`config.mk`:
```
export PLATFORM = sky130hd
export DESIGN_NAME = vga_frame_ctrl
export DESIGN_NICKNAME = d
export VERILOG_FILES = /design/src/rtl/vga_frame_ctrl.sv
export SDC_FILE = /design/constraint.sdc
export NUM_CORES = 1
export LEC_CHECK = 0
export ABC_AREA = 1
export CORE_MARGIN = 2
export CORE_UTILIZATION = 45
export DETAILED_ROUTE_END_ITERATION = 16
export PLACE_DENSITY_LB_ADDON = 0.05
export SLEW_MARGIN = 30
export SYNTH_ARGS = -nofsm -noshare
export SYNTH_HDL_FRONTEND = slang
export SYNTH_SLANG_ARGS = --single-unit
```
`constraint.sdc`:
```
create_clock -name clk -period 1.8 [get_ports clk]
set_input_delay 0.36 -clock clk [delete_from_list [all_inputs] [get_ports clk]]
set_output_delay 0.36 -clock clk [all_outputs]
set_load 0.01 [all_outputs]
```
`src/rtl/vga_frame_ctrl.sv`:
```
// Pixel-source arbiter for the VGA output path with a req/ack configuration
// port whose updates are deferred to the end-of-frame boundary.
module vga_frame_ctrl #(
  parameter int H_TOTAL = 800,
  parameter int V_TOTAL = 525,
  parameter int FRAME_W = 8
) (
  input  logic               clk,
  input  logic               reset,
  input  logic               p_tick,
  input  logic               video_on,
  input  logic [9:0]         pixel_x,
  input  logic [9:0]         pixel_y,
  input  logic               src0_on,
  input  logic [2:0]         src0_rgb,
  input  logic               src1_on,
  input  logic [2:0]         src1_rgb,
  input  logic               cfg_req,
  input  logic [2:0]         cfg_en,
  input  logic [2:0]         cfg_bg,
  output logic               cfg_ack,
  output logic               cfg_busy,
  output logic [2:0]         rgb,
  output logic [1:0]         sel,
  output logic [FRAME_W-1:0] frame_cnt
);

  typedef enum logic [1:0] {IDLE, PENDING, APPLY, ACK} state_t;

  localparam logic [1:0] SEL_SRC0 = 2'd0;
  localparam logic [1:0] SEL_SRC1 = 2'd1;
  localparam logic [1:0] SEL_BG   = 2'd2;
  localparam logic [1:0] SEL_NONE = 2'd3;

  state_t             state_q, state_d;
  logic [2:0]         en_q, en_d;
  logic [2:0]         bg_q, bg_d;
  logic [2:0]         pen_en_q, pen_en_d;
  logic [2:0]         pen_bg_q, pen_bg_d;
  logic [2:0]         rgb_q, rgb_d;
  logic [1:0]         sel_q, sel_d;
  logic               ack_q, ack_d;
  logic               busy_q, busy_d;
  logic [FRAME_W-1:0] frame_q, frame_d;
  logic               frame_end;

  assign frame_end = p_tick && (pixel_x == 10'(H_TOTAL - 1))
                            && (pixel_y == 10'(V_TOTAL - 1));

  // Arbitration reads the active config before any APPLY update on this edge.
  always_comb begin
    rgb_d = rgb_q;
    sel_d = sel_q;
    if (p_tick) begin
      if (!video_on) begin
        rgb_d = 3'b000;
        sel_d = SEL_NONE;
      end else if (en_q[0] && src0_on) begin
        rgb_d = src0_rgb;
        sel_d = SEL_SRC0;
      end else if (en_q[1] && src1_on) begin
        rgb_d = src1_rgb;
        sel_d = SEL_SRC1;
      end else if (en_q[2]) begin
        rgb_d = bg_q;
        sel_d = SEL_BG;
      end else begin
        rgb_d = 3'b000;
        sel_d = SEL_NONE;
      end
    end
  end

  assign frame_d = frame_end ? frame_q + FRAME_W'(1) : frame_q;

  always_comb begin
    state_d  = state_q;
    en_d     = en_q;
    bg_d     = bg_q;
    pen_en_d = pen_en_q;
    pen_bg_d = pen_bg_q;
    ack_d    = ack_q;
    busy_d   = busy_q;
    unique case (state_q)
      // A frame_end coinciding with capture is not seen until PENDING.
      IDLE: if (cfg_req) begin
        pen_en_d = cfg_en;
        pen_bg_d = cfg_bg;
        busy_d   = 1'b1;
        state_d  = PENDING;
      end
      PENDING: if (frame_end) state_d = APPLY;
      APPLY: begin
        en_d    = pen_en_q;
        bg_d    = pen_bg_q;
        busy_d  = 1'b0;
        ack_d   = 1'b1;
        state_d = ACK;
      end
      ACK: if (!cfg_req) begin
        ack_d   = 1'b0;
        state_d = IDLE;
      end
      default: state_d = IDLE;
    endcase
  end

  always_ff @(posedge clk or posedge reset) begin
    if (reset) begin
      state_q  <= IDLE;
      en_q     <= 3'b111;
      bg_q     <= 3'b000;
      pen_en_q <= 3'b000;
      pen_bg_q <= 3'b000;
      rgb_q    <= 3'b000;
      sel_q    <= SEL_NONE;
      ack_q    <= 1'b0;
      busy_q   <= 1'b0;
      frame_q  <= '0;
    end else begin
      state_q  <= state_d;
      en_q     <= en_d;
      bg_q     <= bg_d;
      pen_en_q <= pen_en_d;
      pen_bg_q <= pen_bg_d;
      rgb_q    <= rgb_d;
      sel_q    <= sel_d;
      ack_q    <= ack_d;
      busy_q   <= busy_d;
      frame_q  <= frame_d;
    end
  end

  assign rgb       = rgb_q;
  assign sel       = sel_q;
  assign cfg_ack   = ack_q;
  assign cfg_busy  = busy_q;
  assign frame_cnt = frame_q;

endmodule

```
* Word-level counts from Yosys, hierarchy flattened
Index checks and enable logic that the tools add are counted.
Storage, ports and cells: output and inout port bits 15, register bits after elaboration 29
Cells by class: reductions and logical operators 11, muxes and demuxes 16, add/sub/neg operators 1, equality and inequality tests 8
Operators with widths (count):
- $eq A10 B10 Y1 const B | 2
- $mux W2 | 6
- $mux W3 | 4
- $add A8 B1 Y8 const B | 1
- $pmux W2 S4 | 1
- $ne A2 B2 Y1 const B | 3
- $reduce_and A2 Y1 | 3
- $eq A2 B2 Y1 const B | 2
- $logic_and A1 B1 Y1 | 4
- $pmux W1 S2 | 2
- $reduce_bool A2 Y1 | 2
- $mux W1 | 3
- $reduce_and A3 Y1 | 1
- $eq A2 B1 Y1 const B | 1
- $logic_not A2 Y1 | 1

* Longest topological paths before layout
depth in word-level cells 5, depth in mapped cells 9

* Least setup slack after synthesis
No wires, ideal clock.
kind register to register, start point register state_q[0], end point register busy_q, in the netlist cfg_busy, library setup time 119 ps, cell stages (with the launch flop) 7, setup slack 556 ps, data arrival time 1124 ps, data required time 1681 ps, path buffers 1, cell sequence dfrtp_1 -> inv_1 -> ha_1 -> clkbuf_1 -> inv_1 -> o22ai_1 -> inv_1
Between the ends: word-level cells in the longest chain between the ends 3, elaborated cells on any way between the ends 6
Ends and longest elaborated chain:
- from (decl) | RTL line 35 | state_t state_q, state_d;
- from (signal assigned) | RTL line 121 | state_q <= state_d;
- $eq A2 B2 Y1 / $logic_not A2 Y1 (equally long branches) | RTL line 84 | unique case (state_q)
- $reduce_bool A2 Y1 (no line) / $ne A2 B2 Y1 (equally long branches)
- $reduce_and A2 Y1 (no line)
- to (signal assigned) | RTL line 129 | busy_q <= busy_d;
- to (decl) | RTL line 43 | logic busy_q, busy_d;
Several ways; a longest one is shown, not always the timed one. A chain may end at the register's enable or synchronous reset.

* Worst setup path in the final report
start point register frame_q[3], in the netlist frame_cnt[3], end point output port frame_cnt[3]
RTL lines:
- from (decl) | RTL line 44 | logic [FRAME_W-1:0] frame_q, frame_d;
- from (signal assigned) | RTL line 130 | frame_q <= frame_d;
- to (decl) | RTL line 25 | output logic [FRAME_W-1:0] frame_cnt
No word-level cell between the ends.

==> run_results.csv <==
group,metric,value,unit
status,status,"finished clean",
floorplanning,die-width,63.2,um
sta,setup_viol_count_final,0,
pwr,powerDensity,1020,nW/um^2
worst_setup_path,crit_end,"frame_cnt[3]",
grt,grt_use_total,18.5,%
sta,period_needed,1670,ps
clocking,worstSkewPairLatency,330,ps
cells_and_area,final_net_count,306,
yosys,syn_inst,201,
routing,wl_per_cell,10.5,um
worst_setup_path,cp_top_family,"buffers and inverters",
sta,finalHoldViolations,0,
yosys,synth.top_cell.area_share,38.1,%
pwr,leakagePower,1.14,nW
worst_setup_path,arrival,1310,ps
sta,worst_pin_slew,358,ps
sta,slew_violations,0,
place,hpwl,2.54,mm
place,preCtsSetupSlack,87.1,ps
cells_and_area,diodes,0,
place,portBuffers,53,
floorplanning,dieArea,3990,um^2
worst_setup_path,crit_required,1440,ps
sta,tns,0,ps
yosys,ys_seq_elements,29,
routing,drtIter0Drc,32,
clocking,clkTransAtPathRegs,110,ps
grt,grt_overflow,0,
routing,drcViolationCount,0,
sta,rsz0062_at_grt,"false",
routing,routed_wl,3.24,mm
worst_setup_path,crit_buf_inv,1,
yosys,synth_cell_types,24,
worst_setup_path,ff2ff_setup_slack,420,ps
routing,vias_per_cell,4.55,
worst_setup_path,crit_path_max_fanout,4,
sta,setup_slack,128,ps
yosys,yosysTopAreaCell,"dfrtp_1",
grt,grt_pass1_wl,5.87,mm
yosys,syn-num-nets,245,
worst_setup_path,r2r_start,"state_q[0]",
pwr,peakVddDrop,0.000607,V
sta,min_period_over_period,92.9,%
clocking,post_cts_buffers,0,
worst_setup_path,critPathLaunchType,"flop",
clocking,cts_made_buffers,5,
yosys,yosys_warnings,0,
yosys,synthTopCellsByArea,"dfrtp_1, nand2_1, dfstp_2",
clocking,cts_root_buf,"clkbuf_4",
clocking,cts_max_level,2,
clocking,cts_resized,0,
cells_and_area,final_common_cell,"nand2_1",
worst_setup_path,path_depth,1,
clocking,cts_buffer_depth,2,
floorplanning,ios,54,
worst_setup_path,critPathLaunch,"frame_cnt[3]",
worst_setup_path,max_stage_delay,560,ps
floorplanning,die_y,63.2,um
routing,firstDrtPassIters,4,
run,maxCapViolCount,0,
floorplanning,fp-row-count,21,
grt,antenna_found_initial,0,
sta,finClkSkew,15.9,ps
place,routabilityCongestion,0.756,
yosys,syn-cell-area,1580,um^2
cells_and_area,final_cell_mix,"nand2_1, clkdlybuf4s50_1, inv_1",
worst_setup_path,path_class,"flop to output pin",
cells_and_area,area.growth.synth_to_final,43.7,%
clocking,cts_tree,"yes",
floorplanning,core,3360,um^2
sta,slew-limit-headroom,76.1,%
sta,fmax,598,MHz
worst_setup_path,slowest_stage,"clkdlybuf4s50_1",
cells_and_area,num-fill-cells,306,
routing,vias,1406,
worst_setup_path,path_cells,"clkdlybuf4s50_1",
clocking,cts_sinks,29,
worst_setup_path,timing.rr.end,"state_q[0]",
yosys,ys_seq_area_share,46.4,%
yosys,avgSynthCellArea,7.84,um^2
floorplanning,initial_core_util,46.9,%
worst_hold_path,worst_hold_path_type,"input port to asynchronous set/reset pin",
cells_and_area,stdcell_count,309,
worst_setup_path,worst_setup_path_end_kind,"output pin",
cells_and_area,drive_gt1_share,9.13,%
grt,first_global_vias,1371,
grt,grt_max_degree,30,
cells_and_area,final_core_util,67.3,%
clocking,hold_buffers,0,
sta,fin_hold_ws,383,ps
routing,ant_nets,0,
worst_setup_path,r2r_cells,6,
place,dp_cells,301,
[per-layer routing]
metal / part of all wire, % / vias up / track usage, %
met5: 0 / - / 0
met4: 1.4 / 0 / 5.71
met3: 6.6 / 7 / 6.07
met2: 45 / 46 / 29.8
met1: 47 / 612 / 23.8
li1: - / 741 / -
[synthesized netlist by cell type]
| cell type | count |
|---|---|
| nand3_4 | 1 |
| nor3_1 | 2 |
| o21ai_1 | 1 |
| nand3_1 | 5 |
| nand2_2 | 1 |
| inv_1 | 32 |
| xnor2_1 | 1 |
| nor2_4 | 4 |
| nand3_2 | 1 |
| a21oi_1 | 3 |
| dfstp_2 | 5 |
| nand2_4 | 1 |
| nand4_1 | 6 |
| and3_1 | 2 |
| nor2_1 | 13 |
| xor2_1 | 5 |
| o21ai_0 | 7 |
| clkbuf_1 | 1 |
| o22ai_1 | 1 |
| o211ai_1 | 3 |
| nand2_1 | 76 |
| dfrtp_1 | 24 |
| ha_1 | 5 |
| nand4_2 | 1 |
[through the flow]
stage | instance area (um^2) | total power, W
4_1_cts | 2260 | 0.00233
2_1_floorplan | 1580 | 0.00147
3_5_place_dp | 2180 | 0.00177
5_1_grt | 2260 | 0.00250
6_report | 2260 | 0.00230
3_3_place_gp | 2180 | 0.00175
[cell families (layout without fill, tap and decap cells)]
kind of cell / count (synthesis) / after routing / share of synthesized area (%)
xor gates and xnor gates: 6 / 6 / 3.33
DFF: 29 / 29 / 46.4
adders and majority gates: 5 / 5 / 3.97
buffers and inverters: 33 / 95 / 7.86
AOI/OAI and AO/OA: 15 / 15 / 5.32
and+or+nand+nor: 113 / 113 / 33.1
[worst min-delay path by stage]
stage          slack (ps)  cells after the start      endpoint    start
2_1_floorplan         430                      1       bg_q[0]    reset
3_3_place_gp          450                      2       en_q[1]  en_q[1]
3_5_place_dp          460                      2       en_q[1]  en_q[1]
4_1_cts               390                      3  frame_cnt[2]    reset
5_1_grt               410                      3      cfg_busy    reset
6_report              380                      3  frame_cnt[2]    reset
[report_power, final]
part	total, W	internal, W	switching (W)
combinational	0.000781	0.000360	0.000420
sequential	0.000973	0.000868	0.000105
clock	0.000545	0.000294	0.000251
total	0.00230	0.00152	0.000777
[state kept, by name, summed over array words and instances (netlist names)]
signal / cells
sel: 2
state_q: 2
cfg_ack: 1
pen_bg_q: 3
en_q: 3
rgb: 3
frame_cnt: 8
pen_en_q: 3
bg_q: 3
cfg_busy: 1
[area by class of cell]
class                      count  area (um^2)  area share, %
multi-input combinational    139          721           31.8
sequential                    29          732           32.3
tap                           46         57.6           2.54
clock buffer                   5         37.5           1.66
inverter                      32          120           5.30
clock inverter                 3         46.3           2.04
timing repair buffer          55          551           24.3
(Power assumes the default switching activity.)
